## src/rtl/rabbit_pkg.sv

```systemverilog
// Shared constants, FSM state codes, serial line struct and frame checksum for the Rabbit receiver.
package rabbit_pkg;

    localparam int FRAME_BITS    = 184;
    localparam int CHECKSUM_BITS = 8;

    localparam logic [1:0] IDLE  = 2'd0;
    localparam logic [1:0] SHIFT = 2'd1;
    localparam logic [1:0] CHECK = 2'd2;
    localparam logic [1:0] PUSH  = 2'd3;

    typedef struct packed {
        logic sclk;
        logic sdio;
    } rabbit_line_t;

    // XOR of every byte above the trailing checksum byte.
    function automatic logic [CHECKSUM_BITS-1:0] frame_checksum(input logic [FRAME_BITS-1:0] frame);
        logic [CHECKSUM_BITS-1:0] acc;
        acc = '0;
        for (int i = 1; i < FRAME_BITS / CHECKSUM_BITS; i++)
            acc ^= frame[i*CHECKSUM_BITS +: CHECKSUM_BITS];
        return acc;
    endfunction

    function automatic logic [7:0] sat_inc8(input logic [7:0] v);
        return (v == 8'hFF) ? v : v + 8'd1;
    endfunction

endpackage

```

## src/rtl/rabbit_frame_fifo.sv

```systemverilog
// Frame queue with a registered head; head_valid/head_data lag a push by one cycle.
module rabbit_frame_fifo #(
    parameter int DEPTH = 4,
    parameter int WIDTH = 184
) (
    input  logic             CLK,
    input  logic             RESET,
    input  logic             push,
    input  logic [WIDTH-1:0] push_data,
    input  logic             pop,
    output logic             full,
    output logic             empty,
    output logic             head_valid,
    output logic [WIDTH-1:0] head_data
);
    localparam int AW = $clog2(DEPTH);

    logic [WIDTH-1:0] mem [DEPTH];
    logic [AW:0]      wr_ptr;
    logic [AW:0]      rd_ptr;
    logic [AW:0]      rd_nxt;

    assign full   = (wr_ptr[AW] != rd_ptr[AW]) && (wr_ptr[AW-1:0] == rd_ptr[AW-1:0]);
    assign empty  = (wr_ptr == rd_ptr);
    assign rd_nxt = rd_ptr + {{AW{1'b0}}, pop};

    // Head is fetched from the post-pop pointer using the pre-push write pointer,
    // so a freshly written entry becomes visible one cycle after its push.
    always_ff @(posedge CLK) begin
        if (RESET) begin
            wr_ptr     <= '0;
            rd_ptr     <= '0;
            head_valid <= 1'b0;
            head_data  <= '0;
        end else begin
            if (push)
                wr_ptr <= wr_ptr + {{AW{1'b0}}, 1'b1};
            rd_ptr     <= rd_nxt;
            head_valid <= (wr_ptr != rd_nxt);
            if (wr_ptr != rd_nxt)
                head_data <= mem[rd_nxt[AW-1:0]];
        end
    end

    always_ff @(posedge CLK) begin
        if (push)
            mem[wr_ptr[AW-1:0]] <= push_data;
    end

endmodule

```

## src/rtl/rabbit_frame_controller.sv

```systemverilog
// Rabbit serial frame receiver: SCLK/SDIO sync, frame FSM with idle timeout, frame FIFO.
// Define RABBIT_CHECKSUM_EN to drop frames whose trailing byte is not the XOR of the others.
module rabbit_frame_controller #(
    parameter int FRAME_BITS     = rabbit_pkg::FRAME_BITS,
    parameter int FIFO_DEPTH     = 4,
    parameter int TIMEOUT_CYCLES = 4096
) (
    input  logic                  CLK,
    input  logic                  RESET,
    input  logic                  SCLK_PE3,
    input  logic                  SDIO_PE5,
    output logic [FRAME_BITS-1:0] frame_data,
    output logic                  frame_valid,
    input  logic                  frame_ready,
    output logic [7:0]            drop_count,
    output logic [7:0]            abort_count,
    output logic                  busy
);
    import rabbit_pkg::*;

    localparam int CW = $clog2(FRAME_BITS + 1);
    localparam int TW = $clog2(TIMEOUT_CYCLES + 1);

    rabbit_line_t [2:0]    ln_pipe;
    logic [1:0]            state;
    logic [FRAME_BITS-2:0] shreg;
    logic [FRAME_BITS-1:0] hold;
    logic [FRAME_BITS-1:0] shifted;
    logic [CW-1:0]         bit_cnt;
    logic [TW-1:0]         tmo_cnt;
    logic                  sclk_rise;
    logic                  din;
    logic                  pass;
    logic                  pop;
    logic                  push;
    logic                  fifo_full;
    logic                  fifo_empty;
    logic                  next_frame;

    // SDIO rides one stage deeper than the SCLK edge detector so it lines up with the edge.
    assign sclk_rise  = ln_pipe[1].sclk & ~ln_pipe[2].sclk;
    assign din        = ln_pipe[2].sdio;
    assign shifted    = {shreg, din};
    assign pop        = frame_valid & frame_ready & ~fifo_empty;
    assign push       = (state == PUSH) & (~fifo_full | pop);
    assign next_frame = sclk_rise | (bit_cnt != '0);
    assign busy       = (state != IDLE);

`ifdef RABBIT_CHECKSUM_EN
    assign pass = (frame_checksum(hold) == hold[CHECKSUM_BITS-1:0]);
`else
    assign pass = 1'b1;
`endif

    always_ff @(posedge CLK) begin
        if (RESET) begin
            ln_pipe     <= '0;
            state       <= IDLE;
            shreg       <= '0;
            hold        <= '0;
            bit_cnt     <= '0;
            tmo_cnt     <= '0;
            drop_count  <= '0;
            abort_count <= '0;
        end else begin
            ln_pipe[0].sclk <= SCLK_PE3;
            ln_pipe[0].sdio <= SDIO_PE5;
            ln_pipe[2:1]    <= ln_pipe[1:0];
            tmo_cnt         <= (sclk_rise || state == IDLE) ? '0 : tmo_cnt + TW'(1);

            // Edges always shift; during CHECK/PUSH they start the next frame.
            if (sclk_rise) begin
                shreg   <= shifted[FRAME_BITS-2:0];
                bit_cnt <= bit_cnt + CW'(1);
            end

            case (state)
                IDLE: begin
                    if (sclk_rise)
                        state <= SHIFT;
                end
                SHIFT: begin
                    if (sclk_rise) begin
                        if (bit_cnt == CW'(FRAME_BITS - 1)) begin
                            hold    <= shifted;
                            bit_cnt <= '0;
                            state   <= CHECK;
                        end
                    end else if (tmo_cnt == TW'(TIMEOUT_CYCLES - 1)) begin
                        abort_count <= sat_inc8(abort_count);
                        shreg       <= '0;
                        bit_cnt     <= '0;
                        state       <= IDLE;
                    end
                end
                CHECK: begin
                    if (pass) begin
                        state <= PUSH;
                    end else begin
                        drop_count <= sat_inc8(drop_count);
                        state      <= next_frame ? SHIFT : IDLE;
                    end
                end
                PUSH: begin
                    if (!push)
                        drop_count <= sat_inc8(drop_count);
                    state <= next_frame ? SHIFT : IDLE;
                end
                default: state <= IDLE;
            endcase
        end
    end

    rabbit_frame_fifo #(
        .DEPTH(FIFO_DEPTH),
        .WIDTH(FRAME_BITS)
    ) u_fifo (
        .CLK       (CLK),
        .RESET     (RESET),
        .push      (push),
        .push_data (hold),
        .pop       (pop),
        .full      (fifo_full),
        .empty     (fifo_empty),
        .head_valid(frame_valid),
        .head_data (frame_data)
    );

endmodule

```

## config.mk

```make
export PLATFORM = sky130hd
export DESIGN_NAME = rabbit_frame_controller
export DESIGN_NICKNAME = d
export VERILOG_FILES = /design/src/rtl/rabbit_pkg.sv /design/src/rtl/rabbit_frame_fifo.sv /design/src/rtl/rabbit_frame_controller.sv
export SDC_FILE = /design/constraint.sdc
export NUM_CORES = 2
export LEC_CHECK = 0
export ABC_AREA = 1
export BUFFER_PORTS_ARGS = -buffer_cell sky130_fd_sc_hd__clkbuf_2
export CAP_MARGIN = 20
export CORE_MARGIN = 5
export CORE_UTILIZATION = 60
export DETAILED_ROUTE_END_ITERATION = 6
export GPL_TIMING_DRIVEN = 0
export PLACE_DENSITY_LB_ADDON = 0.3
export SYNTH_ARGS = -nofsm -noshare
export SYNTH_HDL_FRONTEND = slang
export SYNTH_SLANG_ARGS = --single-unit
```

## constraint.sdc

```tcl
create_clock -name CLK -period 24.8 [get_ports CLK]
set_clock_uncertainty 0.2 [all_clocks]
set_input_delay 3.72 -clock CLK [delete_from_list [all_inputs] [get_ports CLK]]
set_output_delay 3.72 -clock CLK [all_outputs]
set_load 0.1 [all_outputs]
```

==> metrics <==
clk root buf clkbuf_16; ANT nets after route 0; GPL Wtd Cong 0.820; Synth Register Bits 1339; met3 WL 9.96 mm; initial antenna violation count 0; DR pass1 iterations 6; power per cell area a little under 80 nW/um^2; clk buf depth 3; global route overflow 0; number of buffers created by CTS 132; endpoints failing hold 0; kind of critical path input pin to flip-flop; Avg Inst Size Synth 10.6 sq um; # nets final 5108; CTS clk-pin slew, worst paths 0.06 ns; core area 82400 sq um; vias in the first global route 34500; post-DR vias/cell 5.61; status finished clean; CP Launch Type input pin; H-tree depth 4; syn nets approximately 4700; Leak Pwr 22.7 nW; Sink Count 1339; I/O Buffers 206; # Max-Cap Violations 0; Die Ht 299 um; Area Overhead vs Synth 15.4%; DR top layer met4; Power Total 4.49 mW; fin util 0.701; largest net degree at the start of global routing 31; Max Fclk 157 MHz; period utilization 0.257; CTS tree yes; number of core rows 105; initial core utilization 0.607; detailed placer's ending HPWL 79.9 mm; FILL cells 5699; Resized Gates After CTS 0; fin crit period approximately 6.4 ns; Critical Path RT 25.25 ns; Setup crit end kind flip-flop; M1 WL just under 50 mm; Total GRT Usage 0.268; TNS Setup 0 ns; Yosys warnings 0; cells after synthesis 4718; Die X 299 um; slew margin rel. 0.237; CP max FO 10; slew at the pin closest to its max-slew limit 1.14 ns; total number of vias 35200; # DRC 0; count of different cell masters after synthesis 31; Pins Over Slew Limit 0; Hold Crit Class flip-flop to flip-flop; hold-fix buffers at CTS 0; DRT iter0 DRCs approximately 3400; Post-CTS Setup Bufs 0; n_diodes 0; area of the mapped netlist between 50000 and 60000 sq um; WL final 121 mm; Max VDD drop between 60 and 70 uV; # IOs 207; layout cells sized above 1 0.146; WL/cell 19.3 um; total area of sequential cells 34200 sq um; first-pass GRT wire length 189 mm; worst path arrival time 6.81 ns; met2 wire length 58.1 mm; clock latency on the worst-skew pair 0.72 ns; die area 89200 sq um; post-synthesis sequential area ratio 0.683; RSZ-0062 raised after global routing false; Multi-input gate area 13400 sq um; final setup vio count 0
state kept, by name, indices dropped and copies added, names as in the netlist, named ones only:
signal	count
u_fifo.mem	736
shreg	183
u_fifo.wr_ptr	3
state	1
u_fifo.head_data	184
tmo_cnt	13
abort_count	8
bit_cnt	8
hold	184
din	1
drop_count	8
ln_pipe	5
u_fifo.rd_ptr	3
u_fifo.head_valid	1
power breakdown:
group          internal, mW  switching (mW)
clock network          1.24           0.835
logic                0.0224          0.0504
registers              2.33          0.0116
total                  3.60           0.897
layout by cell type (no fill, tap or decap), types with 7 or more instances in the layout:
master / count
nor2_1: 1334
o21ai_0: 747
edfxtp_1: 736
dfxtp_1: 603
nand2_1: 258
inv_1: 234
clkbuf_2: 208
clkbuf_1: 202
o22ai_1: 184
nor3_2: 152
clkbuf_16: 142
buf_2: 57
nor3_1: 43
buf_4: 38
a21oi_1: 27
clkinv_2: 25
nand3_1: 24
buf_6: 23
buf_12: 23
clkbuf_8: 18
xor2_1: 14
bufinv_16: 13
nor2_2: 12
ha_1: 11
inv_6: 8
nand4_1: 7
buf_8: 7
clkinv_1: 7
logic make-up after synthesis:
kind of cell	count (synthesis)	share of synthesized area
simple gates	1843	0.161
flops	1339	0.683
compound gates	961	0.101
buf+inv	546	0.0492
xor+xnor	18	0.00315
fa+ha+maj	11	0.00275
final timing paths:
| check | from | endpoint | slack [ns] | cells after the start |
|---|---|---|---|---|
| hold reg to reg | ln_pipe[1]$_SDFF_PP0_ | ln_pipe[3]$_SDFF_PP0_ | 0.21 | 2 |
| hold / removal | ln_pipe[1]$_SDFF_PP0_ | ln_pipe[3]$_SDFF_PP0_ | 0.21 | 2 |
| setup reg to reg | u_fifo.wr_ptr[0]$_SDFFE_PP0P_ | u_fifo.head_data[120]$_SDFFE_PP0P_ | 20.86 | 13 |
| setup / recovery | frame_ready | u_fifo.head_data[120]$_SDFFE_PP0P_ | 18.44 | 13 |
cell type report:
class | instances | area share
buffer | 306 | 0.0270
clock buffer | 185 | 0.0676
clock inverter | 61 | 0.0122
inverter | 240 | 0.0156
multi-input combinational | 2833 | 0.232
sequential | 1339 | 0.592
tap | 1070 | 0.0232
timing repair buffer | 240 | 0.0300
cells in the mapped netlist:
cell type | count | area (sq um)
nand4_1 | 7 | 43.8
buf_6 | 23 | 259
nor2_1 | 1338 | 5020
clkbuf_1 | 179 | 672
buf_8 | 2 | 30.0
o21bai_1 | 2 | 15.0
buf_1 | 5 | 18.8
xnor2_1 | 4 | 35.0
nand2_2 | 3 | 18.8
dfxtp_1 | 603 | 12100
nor2_4 | 2 | 22.5
nor3_2 | 152 | 1520
nor3_1 | 43 | 215
xor2_1 | 14 | 123
buf_2 | 57 | 285
nand2_1 | 258 | 968
o22ai_1 | 184 | 1150
clkbuf_2 | 2 | 10.0
o21ai_0 | 747 | 3740
ha_1 | 11 | 138
edfxtp_1 | 736 | 22100
inv_2 | 6 | 22.5
nand3b_1 | 1 | 7.51
nor3b_1 | 2 | 15.0
nor2_2 | 12 | 75.1
a21oi_1 | 27 | 135
nand3_1 | 24 | 120
nand3_2 | 1 | 10.0
o21a_1 | 1 | 7.51
buf_4 | 38 | 285
inv_1 | 234 | 878
through the flow:
step / instances / hold slack [ns] / instance area, sq um / setup slack (ns)
floorplan: 4718 / 0.188 / 50000 / 12.12
finish: 6274 / 0.207 / 57700 / 18.44
global placement: 5994 / 0.191 / 52400 / 6.04
CTS: 6274 / 0.208 / 57700 / 18.54
global route: 6274 / 0.229 / 57700 / 18.36
detailed placement: 6028 / 0.197 / 53100 / 17.76
metal layers:
| metal | up-vias | track usage |
|---|---|---|
| met4 | 0 | 0.103 |
| met5 | - | 0 |
| met3 | 250 | 0.0486 |
| met1 | 16700 | 0.354 |
| met2 | 1455 | 0.449 |
| li1 | 16800 | - |
worst max-delay path, stage by stage:
cell	delay, ns
clkbuf_2	0.08
nand2_1	0.12
o21bai_1	0.13
inv_1	0.05
ha_1	0.17
ha_1	0.40
inv_2	0.22
clkbuf_1	0.87
clkbuf_1	0.42
o21ai_0	0.15
o22ai_1	0.26
nor2_1	0.10
nor2_1	0.10
(Power assumes the default switching activity.)
